**src/rtl/byte_logic_pkg.sv**
```systemverilog
// Shared constants for the byte logic arbiter: opcode encodings and FSM states.
package byte_logic_pkg;

    localparam int unsigned DATA_W = 8;
    localparam int unsigned OP_W   = 3;

    localparam logic [OP_W-1:0] OP_NOT  = 3'b000;
    localparam logic [OP_W-1:0] OP_AND  = 3'b001;
    localparam logic [OP_W-1:0] OP_OR   = 3'b010;
    localparam logic [OP_W-1:0] OP_NAND = 3'b011;
    localparam logic [OP_W-1:0] OP_NOR  = 3'b100;
    localparam logic [OP_W-1:0] OP_XOR  = 3'b101;
    localparam logic [OP_W-1:0] OP_XNOR = 3'b110;
    localparam logic [OP_W-1:0] OP_PASS = 3'b111;

    typedef enum logic [1:0] {
        ST_IDLE = 2'd0,
        ST_EXEC = 2'd1,
        ST_RESP = 2'd2
    } state_t;

endpackage

```
**src/rtl/byte_logic_arbiter_rr_arbiter.sv**
```systemverilog
// Combinational round-robin pick: first asserted request at or after rr_ptr, modulo NREQ.
module rr_arbiter
    import byte_logic_pkg::*;
#(
    parameter int unsigned NREQ = 2,
    parameter int unsigned IDW  = 2
) (
    input  logic [NREQ-1:0] req,
    input  logic [IDW-1:0]  rr_ptr,
    output logic [NREQ-1:0] grant,
    output logic [IDW-1:0]  winner,
    output logic            any_grant
);

    int unsigned idx;

    // Walk the ring starting at rr_ptr; rr_ptr is always kept below NREQ.
    always_comb begin
        grant     = '0;
        winner    = '0;
        any_grant = 1'b0;
        idx       = 0;
        for (int unsigned k = 0; k < NREQ; k++) begin
            idx = 32'(rr_ptr) + k;
            if (idx >= NREQ) begin
                idx = idx - NREQ;
            end
            if (!any_grant && req[idx]) begin
                grant[idx] = 1'b1;
                winner     = IDW'(idx);
                any_grant  = 1'b1;
            end
        end
    end

endmodule

```
**src/rtl/byte_logic_arbiter.sv**
```systemverilog
// Round-robin shared byte logic unit: accept one request, execute in a registered
// stage, return the result on a single tagged response channel.
module byte_logic_arbiter
    import byte_logic_pkg::*;
#(
    parameter int unsigned NREQ = 2,
    parameter int unsigned IDW  = 2
) (
    input  logic                     clk,
    input  logic                     rst_n,
    input  logic [NREQ-1:0]          req_valid,
    output logic [NREQ-1:0]          req_ready,
    input  logic [OP_W*NREQ-1:0]     req_op,
    input  logic [DATA_W*NREQ-1:0]   req_a,
    input  logic [DATA_W*NREQ-1:0]   req_b,
    output logic                     rsp_valid,
    input  logic                     rsp_ready,
    output logic [DATA_W-1:0]        rsp_data,
    output logic [IDW-1:0]           rsp_id,
    output logic                     rsp_zero,
    output logic                     busy
);

    state_t              state, state_nxt;
    logic [IDW-1:0]      rr_ptr, rr_ptr_nxt;
    logic [OP_W-1:0]     op_q, op_nxt;
    logic [DATA_W-1:0]   a_q, a_nxt;
    logic [DATA_W-1:0]   b_q, b_nxt;
    logic [IDW-1:0]      id_q, id_nxt;
    logic                rsp_valid_nxt;
    logic [DATA_W-1:0]   rsp_data_nxt;
    logic [IDW-1:0]      rsp_id_nxt;
    logic                rsp_zero_nxt;

    logic [NREQ-1:0]     grant;
    logic [IDW-1:0]      winner;
    logic                any_grant;
    logic [OP_W-1:0]     sel_op;
    logic [DATA_W-1:0]   sel_a;
    logic [DATA_W-1:0]   sel_b;
    logic [DATA_W-1:0]   result;

    rr_arbiter #(
        .NREQ (NREQ),
        .IDW  (IDW)
    ) u_rr_arbiter (
        .req       (req_valid),
        .rr_ptr    (rr_ptr),
        .grant     (grant),
        .winner    (winner),
        .any_grant (any_grant)
    );

    // Operand mux driven by the one-hot grant.
    always_comb begin
        sel_op = '0;
        sel_a  = '0;
        sel_b  = '0;
        for (int unsigned i = 0; i < NREQ; i++) begin
            if (grant[i]) begin
                sel_op = req_op[OP_W*i +: OP_W];
                sel_a  = req_a[DATA_W*i +: DATA_W];
                sel_b  = req_b[DATA_W*i +: DATA_W];
            end
        end
    end

    // Shared logic unit, evaluated from the captured operands only.
    always_comb begin
        result = '0;
        case (op_q)
            OP_NOT:  result = ~a_q;
            OP_AND:  result = a_q & b_q;
            OP_OR:   result = a_q | b_q;
            OP_NAND: result = ~(a_q & b_q);
            OP_NOR:  result = ~(a_q | b_q);
            OP_XOR:  result = a_q ^ b_q;
            OP_XNOR: result = ~(a_q ^ b_q);
            OP_PASS: result = a_q;
            default: result = '0;
        endcase
    end

    always_comb begin
        state_nxt     = state;
        rr_ptr_nxt    = rr_ptr;
        op_nxt        = op_q;
        a_nxt         = a_q;
        b_nxt         = b_q;
        id_nxt        = id_q;
        rsp_valid_nxt = rsp_valid;
        rsp_data_nxt  = rsp_data;
        rsp_id_nxt    = rsp_id;
        rsp_zero_nxt  = rsp_zero;
        req_ready     = '0;
        case (state)
            ST_IDLE: begin
                if (any_grant) begin
                    req_ready  = grant;
                    op_nxt     = sel_op;
                    a_nxt      = sel_a;
                    b_nxt      = sel_b;
                    id_nxt     = winner;
                    rr_ptr_nxt = (winner == IDW'(NREQ - 1)) ? '0 : winner + IDW'(1);
                    state_nxt  = ST_EXEC;
                end
            end
            ST_EXEC: begin
                rsp_data_nxt  = result;
                rsp_zero_nxt  = (result == '0);
                rsp_id_nxt    = id_q;
                rsp_valid_nxt = 1'b1;
                state_nxt     = ST_RESP;
            end
            ST_RESP: begin
                if (rsp_ready) begin
                    rsp_valid_nxt = 1'b0;
                    state_nxt     = ST_IDLE;
                end
            end
            default: begin
                rsp_valid_nxt = 1'b0;
                state_nxt     = ST_IDLE;
            end
        endcase
    end

    always_ff @(posedge clk or negedge rst_n) begin
        if (!rst_n) begin
            state     <= ST_IDLE;
            rr_ptr    <= '0;
            op_q      <= '0;
            a_q       <= '0;
            b_q       <= '0;
            id_q      <= '0;
            rsp_valid <= 1'b0;
            rsp_data  <= '0;
            rsp_id    <= '0;
            rsp_zero  <= 1'b0;
        end else begin
            state     <= state_nxt;
            rr_ptr    <= rr_ptr_nxt;
            op_q      <= op_nxt;
            a_q       <= a_nxt;
            b_q       <= b_nxt;
            id_q      <= id_nxt;
            rsp_valid <= rsp_valid_nxt;
            rsp_data  <= rsp_data_nxt;
            rsp_id    <= rsp_id_nxt;
            rsp_zero  <= rsp_zero_nxt;
        end
    end

    assign busy = (state != ST_IDLE);

endmodule

```
**config.mk**
```make
export PLATFORM = sky130hd
export DESIGN_NAME = byte_logic_arbiter
export DESIGN_NICKNAME = d
export VERILOG_FILES = /design/src/rtl/byte_logic_pkg.sv /design/src/rtl/byte_logic_arbiter_rr_arbiter.sv /design/src/rtl/byte_logic_arbiter.sv
export SDC_FILE = /design/constraint.sdc
export NUM_CORES = 1
export LEC_CHECK = 0
export ABC_CLOCK_PERIOD_IN_PS = 3670
export CAP_MARGIN = 30
export CORE_MARGIN = 10
export CORE_UTILIZATION = 54
export CTS_CLUSTER_DIAMETER = 80
export DETAILED_ROUTE_END_ITERATION = 12
export PLACE_DENSITY = 0.86
export SLEW_MARGIN = 20
export SYNTH_ARGS = -nofsm -noshare
export SYNTH_HDL_FRONTEND = slang
export SYNTH_SLANG_ARGS = --single-unit
```
**constraint.sdc**
```tcl
create_clock -name clk -period 3.67 [get_ports clk]
set_input_delay 0.5505 -clock clk [delete_from_list [all_inputs] [get_ports clk]]
set_output_delay 0.5505 -clock clk [all_outputs]
set_load 0.005 [all_outputs]
```
==> results of run 1 <==
[area by class of cell]
cell class              count  area [um2]  area share
flip-flops and latches     37         926       0.305
well taps                  52        65.1      0.0215
clock buffers               6        82.6      0.0272
inverters                  31         116      0.0384
repair buffers             60         588       0.194
clock inverters             2        13.8     0.00454
multi-input cells         171        1240       0.409
[worst max-delay path, cell delays in order]
cell and delay, ps:
clkdlybuf4s50_1 550, a21boi_0 240, and2_1 360, clkdlybuf4s50_1 580
[sequential cells by signal, summed over array words and instances (netlist names)]
signal     flops
rsp_data       8
b_q            8
state          2
rsp_id         2
rsp_valid      1
rr_ptr         2
id_q           2
rsp_zero       1
a_q            8
op_q           3
[worst max-delay path by stage]
| stage | startpoint | end | slack, ps | cells after the start |
|---|---|---|---|---|
| floorplan | a_q[4] | rsp_zero | 1900 | 7 |
| global placement | req_valid[1] | req_ready[1] | 880 | 4 |
| detailed placement | req_valid[1] | req_ready[1] | 860 | 4 |
| CTS | req_valid[1] | req_ready[1] | 850 | 4 |
| global route | req_valid[1] | req_ready[1] | 780 | 4 |
| finish | req_valid[1] | req_ready[1] | 830 | 4 |
[Yosys cell counts, drive strengths merged, types with 2 or more instances]
cell and count:
inv 31, a221oi 12, and2 2, o32a 2, nor2b 5, and3 3, o31ai 2, nor2 13
ha 16, o21ai 14, o211ai 3, o2111ai 2, o22ai 5, dfrtp 37, o21a 2, a221o 2
nor3b 2, clkbuf 8, mux2 3, mux2i 7, nand2 18, a222oi 6, nand2b 4, a21oi 28
buf 10, a22oi 3
[cells by family after synthesis]
kind of cell,Yosys count,synth area share
AOI/OAI and AO/OA,94,0.280
and+or+nand+nor,51,0.109
buffers and inverters,49,0.0962
DFF,37,0.387
adders and majority gates,16,0.0837
muxes,10,0.0434
[routing by layer]
layer | up-vias | part of all wire | global-route usage
met5 | - | 0 | 0
met4 | 0 | 0.0044 | 0.0295
met2 | 102 | 0.47 | 0.268
met1 | 988 | 0.43 | 0.196
li1 | 1035 | - | -
met3 | 4 | 0.10 | 0.0713
[power groups by stage]
stage / combinational, W / sequential, W / clock, W
2_1_floorplan: 0.00118 / 0.000713 / 0
3_3_place_gp: 0.00143 / 0.000802 / 0
3_5_place_dp: 0.00149 / 0.000814 / 0
4_1_cts: 0.00152 / 0.000811 / 0.000305
5_1_grt: 0.00169 / 0.000844 / 0.000321
6_report: 0.00152 / 0.000816 / 0.000303
[through the flow]
step                area [um2]  setup WS (ps)  total power [W]
floorplan                 2390           1900          0.00190
global placement          2940            882          0.00224
detailed placement        2940            855          0.00230
CTS                       3030            849          0.00263
global route              3030            781          0.00285
finish                    3030            834          0.00264
==> metrics.txt, run 1 <==
outcome=finished, final reports clean; CTS Hold Buffers Added=0; clock sinks=37; VDD IR max=0.000435 V; PortBufs=57; slack of the worst reg-to-reg path=1310 ps; post-CTS resize count=0; layout cells sized above 1=0.0749; sequential fraction of the synthesis area=0.387; Slew Limit Fails=0; worst r2r src=op_q[1]; final hold slack=339 ps; Initial Util=0.553; overall global routing resource usage=0.164; Worst Skew=10.5 ps; Core Util, Final=0.701; drc violations=0; Layout area overhead=26.7%; ANT cells=0; unrepaired setup endpoints after global routing=no; Comb power frac=0.576; Required @ worst endpoint=3120 ps; f_max=353 MHz; clock period minus worst slack=2840 ps; EDFF count, synth=0; Fillers=364; Synth area leaders=dfrtp_1, ha_1, a21oi_1; core area=0.00432 mm2; switching part of the total=0.447; Clk pin slew, worst setup/hold paths=80 ps; Pleak=1.39 nW; Die ar.=0.00749 mm2; largest net degree at the start of global routing=38; register bit total from synthesis=37; final HPWL from detailed placement=4660 um; Worst Setup Start Kind=input pin; Flop pwr share=0.309; yosys warns=0; Die Wd=86.6 um; post-route insts no fill=359; CTS tree=yes; Avg Inst Size Synth=9.31 um2; crit end category=output pin; total CTS buffers=5; worst skew pair latency=290 ps; Top FF cell, synth=dfrtp_1; most common cell after layout, fill and taps aside=clkdlybuf4s50_1; period utilization=0.773; clock root buffer=clkbuf_8; worst slew pin tran=810 ps; Routed WL=6330 um; reg-to-reg endpoint=rsp_zero; total number of vias=2,129; postcts setup bufs=0; final hold viol count=0; Core Rows=24; initial antenna violation count=0; post-synthesis async set-or-reset flop share=1.00; Post-Route Setup TNS=0 ps; Post-Syn Area=0.00239 mm2; Yosys top cell area share=0.387; Cell Pwr Density=871 mW/mm2; Yosys top cell by area=dfrtp_1; most frequent cells in the layout=clkdlybuf4s50_1, dfrtp_1, inv_1, a21oi_1, nand2_1; Psw=0.00118 W; I/O pin cnt=58; drt wl/cell=17.6 um; Slew headroom=0.460; crit path DAT=2290 ps; worst reg2reg path depth=6; Max Cap Viol=0; Placer Congestion=0.866; Remaining Overflow, GRT=0; DRT iter0 DRCs=162; Yosys cell types=50; DIE HEIGHT=86.6 um; Pint=0.00146 W; clock share of power=0.115; vias per cell=5.93; Layout Nets=365; first-pass GRT wire length=10,200 um; CP Max Fanout=9; Syn Nets=316; kind of critical path=in2out; vias in the first global route=2,136; # setup viols final=0; drt pass-1 iters=5; Clock Tree Buf Depth=2; HP Class=in2async; post-synthesis cell count=257; Post-Place Cells=351; Antenna Nets Post-Route=0; H-tree depth=2
No activity file was read; power rests on OpenSTA's default activity.
==> inputs of run 2 (changes only) <==
- ABC_CLOCK_PERIOD_IN_PS: 3670 -> 2600
- CORE_UTILIZATION: 54 -> 45
- PLACE_DENSITY: 0.86 -> 0.77
- clock period: 3.67 -> 2.6 ns (I/O delays scaled with it)
==> metrics.txt, run 2 (synthesis results as in run 1) <==
outcome=finished, final reports clean; f_max=444 MHz; Slew Limit Fails=0 (unchanged); clock sinks=37 (unchanged); Layout Nets=372 (+1.9%); Routed WL=6420 um (+1.4%); Core Rows=26 (+8.3%); Slew headroom=0.557 (+0.0965); Placer Congestion=0.886 (+2.2%); worst r2r src=op_q[0]; drt pass-1 iters=4 (-1); Worst Hold End=rsp_data[3]; worst slew pin tran=665 ps (-145 ps); min-delay src=rsp_data[3]; slack of the worst reg-to-reg path=480 ps (-830 ps); first-pass GRT wire length=10,700 um (+5.6%); H-tree depth=2 (unchanged); Initial Util=0.465 (-0.0878); Clk pin slew, worst setup/hold paths=80 ps (about the same); Antenna Nets Post-Route=0 (unchanged); Pleak=1.42 nW (+2.8%); PortBufs=57 (unchanged); worst reg2reg path depth=6 (unchanged); most frequent cells in the layout=clkdlybuf4s50_1, dfrtp_1, inv_1, a21oi_1, nand2_1; DRT iter0 DRCs=151 (-6.8%); Post-Route Setup TNS=0 ps (unchanged); DIE HEIGHT=92.9 um (+7.3%); Worst Skew=7.92 ps (-2.58 ps); core area=0.00514 mm2 (+19%); drc violations=0 (unchanged); postcts setup bufs=0 (unchanged); CP Max Fanout=5 (-4); total CTS buffers=5 (unchanged); Required @ worst endpoint=2210 ps (-910 ps); overall global routing resource usage=0.151 (-0.0129); CTS tree=yes; Layout area overhead=30.7%; Max Cap Viol=0 (unchanged); final hold viol count=0 (unchanged); final HPWL from detailed placement=4900 um (+5.0%); ANT cells=0 (unchanged); Die Wd=92.9 um (+7.3%); HP Class=reg2reg; VDD IR max=0.000637 V (+46%); crit end category=output pin; crit path DAT=1860 ps (-430 ps); placed inst area=0.00302 mm2 (+2.7%); # setup viols final=0 (unchanged); DP Worst Slack=346 ps (-509 ps); total number of vias=2,165 (+1.7%); period utilization=0.867; vias in the first global route=2,179 (+2.0%); layout cells sized above 1=0.0892 (+0.0143); post-CTS resize count=0 (unchanged); most common cell after layout, fill and taps aside=clkdlybuf4s50_1; CTS Hold Buffers Added=0 (unchanged); largest net degree at the start of global routing=38 (unchanged); Clock Tree Buf Depth=2 (unchanged); Die ar.=0.00863 mm2 (+15%); Hold Crit Depth=2; reg-to-reg endpoint=rsp_zero; worst skew pair latency=300 ps (about the same); kind of critical path=in2out; initial antenna violation count=0 (unchanged); clock root buffer=clkbuf_8; Finished Cell Area=0.00313 mm2 (+3.1%); I/O pin cnt=58 (unchanged); Cell Pwr Density=1240 mW/mm2 (+42%); Core Util, Final=0.608 (-0.0928); Worst Setup Start Kind=input pin; final worst slack=346 ps (-488 ps); Remaining Overflow, GRT=0 (unchanged); unrepaired setup endpoints after global routing=no; drt wl/cell=16.7 um (-5.2%); clock period minus worst slack=2250 ps; largest registers=a_q: 8 flops, b_q: 8 flops, rsp_data: 8 flops; vias per cell=5.64 (-4.9%)
[run 2: changes by cell type in the layout (fill, tap and decap cells not counted), sizes merged]
cell and change:
clkinv -1, bufinv +1, buf +6, clkdlybuf4s50 +1
[run 2: per-layer routing]
metal	share of wire	vias up	GRT usage
met5	0	-	0
met4	0.017	0	0.0437
met3	0.085	10	0.0484
met2	0.49	78	0.258
met1	0.41	1030	0.175
li1	-	1047	-
[run 2: worst max path at each step]
stage	from	endpoint
2_1_floorplan	a_q[4]	rsp_zero
3_3_place_gp	req_valid[1]	req_ready[1]
3_5_place_dp	req_valid[1]	req_ready[0]
4_1_cts	req_valid[1]	req_ready[0]
5_1_grt	req_valid[1]	req_ready[1]
6_report	req_valid[1]	req_ready[1]
[run 2: worst max-delay path, cell delays in order]
cell and delay [ps]:
clkdlybuf4s50_1 550, a21boi_0 240, and2_1 180, clkdlybuf4s50_1 510
[run 2: area by class of cell]
cell class | count | area (um2)
clock buffer | 6 | 72.6
clock inverter | 2 | 38.8
fill | 447 | 2010
inverter | 31 | 116
multi-input combinational | 171 | 1240
sequential | 37 | 926
tap | 70 | 87.6
timing repair buffer | 67 | 646
[run 2: where the power goes]
part	leakage (nW)	internal (W)	switching [W]
Combinational	0.920	0.00105	0.00119
Sequential	0.449	0.000839	0.000268
Clock	0.0554	0.000288	0.000224
Total	1.42	0.00218	0.00169
[run 2: stage by stage]
step,hold WS [ps],power (W),instances
finish,483,0.00387,384
floorplan,94.4,0.00268,257
CTS,488,0.00388,384
detailed placement,469,0.00335,376
global placement,462,0.00327,376
global route,512,0.00420,384
==> inputs of run 3 (changes only) <==
- PLACE_DENSITY: 0.77 -> 0.75
- RECOVER_POWER: unset -> 25
==> metrics.txt, run 3 (synthesis results as in run 1) <==
clock root buffer=clkbuf_8; HP Class=reg2reg; Required @ worst endpoint=2210 ps (about the same); slack of the worst reg-to-reg path=430 ps (-50 ps); Pint=0.00210 W (-3.9%); Layout area overhead=29.6%; core area=0.00514 mm2 (unchanged); H-tree depth=2 (unchanged); kind of critical path=in2out; crit path DAT=1990 ps (+130 ps); final HPWL from detailed placement=4730 um (-3.3%); clock share of power=0.105 (-0.028); most common cell after layout, fill and taps aside=clkdlybuf4s50_1; Worst Skew=7.16 ps (-0.765 ps); outcome=finished with violations; failing checks=capacitance limit, slew limit; Cell Pwr Density=1210 mW/mm2 (-2.5%); Die ar.=0.00863 mm2 (unchanged); period utilization=0.917 (+0.0496); Worst Setup Start Kind=input pin; Placer Congestion=0.845 (-4.6%); Initial Util=0.465 (unchanged); postcts setup bufs=0 (unchanged); initial antenna violation count=0 (unchanged); Slowest-stage cell, CP=clkdlybuf4s50_1; Max Cap Viol=1 (+1); worst reg2reg path depth=6 (unchanged); Layout Nets=372 (unchanged); Clk pin slew, worst setup/hold paths=70 ps (about the same); crit end category=output pin; reg-to-reg endpoint=rsp_zero; Fillers=480 (+7.4%); drt wl/cell=16.0 um (-4.1%); max incr delay on CP=560 ps (about the same); clock sinks=37 (unchanged); final hold viol count=0 (unchanged); Post-Route Setup TNS=0 ps (unchanged); total CTS buffers=5 (unchanged); first-pass GRT wire length=10,300 um (-3.9%); worst skew pair latency=290 ps (about the same); Slew headroom=-0.340 (-0.897); Clock Tree Buf Depth=2 (unchanged); I/O pin cnt=58 (unchanged); overall global routing resource usage=0.146 (-0.00474); CTS Hold Buffers Added=0 (unchanged); drt pass-1 iters=6 (+2); ANT cells=0 (unchanged); vias in the first global route=2,094 (-3.9%); Comb power frac=0.598 (+0.017); Antenna Nets Post-Route=0 (unchanged); layout cells sized above 1=0.0892 (unchanged); VDD IR max=0.000819 V (+29%); DIE HEIGHT=92.9 um (unchanged); Slew Limit Fails=38 (+38); Hold Crit Depth=2 (unchanged); f_max=420 MHz (-5.4%); clock period minus worst slack=2380 ps (+129 ps); worst r2r src=op_q[1]; DRT iter0 DRCs=152 (+0.66%); largest registers=a_q: 8 flops, b_q: 8 flops, rsp_data: 8 flops; total number of vias=2,120 (-2.1%); most frequent cells in the layout=clkdlybuf4s50_1, dfrtp_1, inv_1, a21oi_1, nand2_1; PortBufs=57 (unchanged); Flop pwr share=0.297 (+0.011); worst slew pin tran=2010 ps (+1350 ps); CTS tree=yes; unrepaired setup endpoints after global routing=no; switching part of the total=0.439 (+0.00323); min-delay src=rsp_zero; multi-input logic area=0.00124 mm2 (unchanged); largest net degree at the start of global routing=38 (unchanged); Psw=0.00164 W (-2.6%); Routed WL=6150 um (-4.1%); Core Util, Final=0.603 (-0.00535); vias per cell=5.52 (-2.1%); Remaining Overflow, GRT=0 (unchanged); Core Rows=26 (unchanged); Worst Hold End=rsp_zero; FF/Latch Area=926 um2 (unchanged); Worst path most repeated cell=clkdlybuf4s50_1; Die Wd=92.9 um (unchanged); drc violations=0 (unchanged); post-CTS resize count=0 (unchanged); Pleak=1.41 nW (-0.73%); # setup viols final=0 (unchanged); CP Max Fanout=7 (+2); CP Cell Sequence=clkdlybuf4s50_1 > o21ai_0 > and3_1 > clkdlybuf4s50_1
-- run 3: changes by cell type in the layout (fill, tap and decap cells not counted) --
| cell | previous run | this run |
|---|---|---|
| buf_4 | 10 | 9 |
| buf_8 | 0 | 1 |
| bufinv_16 | 1 | 0 |
| clkbuf_1 | 1 | 2 |
| clkdlybuf4s50_1 | 57 | 56 |
| clkinv_2 | 0 | 2 |
| clkinv_4 | 1 | 0 |
-- run 3: layout make-up --
type | count | area share
multi-input combinational | 171 | 0.400
sequential | 37 | 0.299
timing repair buffer | 67 | 0.209
inverter | 31 | 0.0375
tap | 70 | 0.0283
clock buffer | 6 | 0.0234
clock inverter | 2 | 0.00323
-- run 3: worst max-delay path: cells and delay by family --
family,cells,cell delay (ps)
simple gates,1,330
buf+inv,2,1050
compound gates,1,220
-- run 3: worst max path at each step --
stage	from	endpoint	slack, ps
floorplan	a_q[4]	rsp_zero	830
global placement	req_valid[1]	req_ready[0]	250
detailed placement	req_valid[1]	req_ready[0]	230
CTS	req_valid[1]	req_ready[0]	210
global route	req_valid[1]	req_ready[0]	80
finish	req_valid[1]	req_ready[0]	220
-- run 3: metrics by stage --
step	area [um2]	worst slack (ps)	total power, W	cells	hold slack, ps
after floorplan	2390	830	0.00268	257	94.4
after global placement	3000	248	0.00326	375	458
after detailed placement	3000	226	0.00333	375	467
after CTS	3090	207	0.00374	383	220
after global routing	3100	84.7	0.00411	384	503
final	3100	216	0.00374	384	476
-- run 3: power by group through the flow --
| stage | logic [W] | registers, W | clock network [W] |
|---|---|---|---|
| 2_1_floorplan | 0.00167 | 0.00101 | 0 |
| 3_3_place_gp | 0.00211 | 0.00115 | 0 |
| 3_5_place_dp | 0.00217 | 0.00116 | 0 |
| 4_1_cts | 0.00219 | 0.00115 | 0.000402 |
| 5_1_grt | 0.00252 | 0.00116 | 0.000428 |
| 6_report | 0.00223 | 0.00111 | 0.000392 |
-- run 3: per-layer routing --
layer / GRT usage / vias up / wire length, um
met2: 0.219 / 89 / 2740
met5: 0 / - / 0
met3: 0.0710 / 4 / 637
met4: 0.0411 / 0 / 52
li1: - / 1046 / -
met1: 0.181 / 981 / 2730
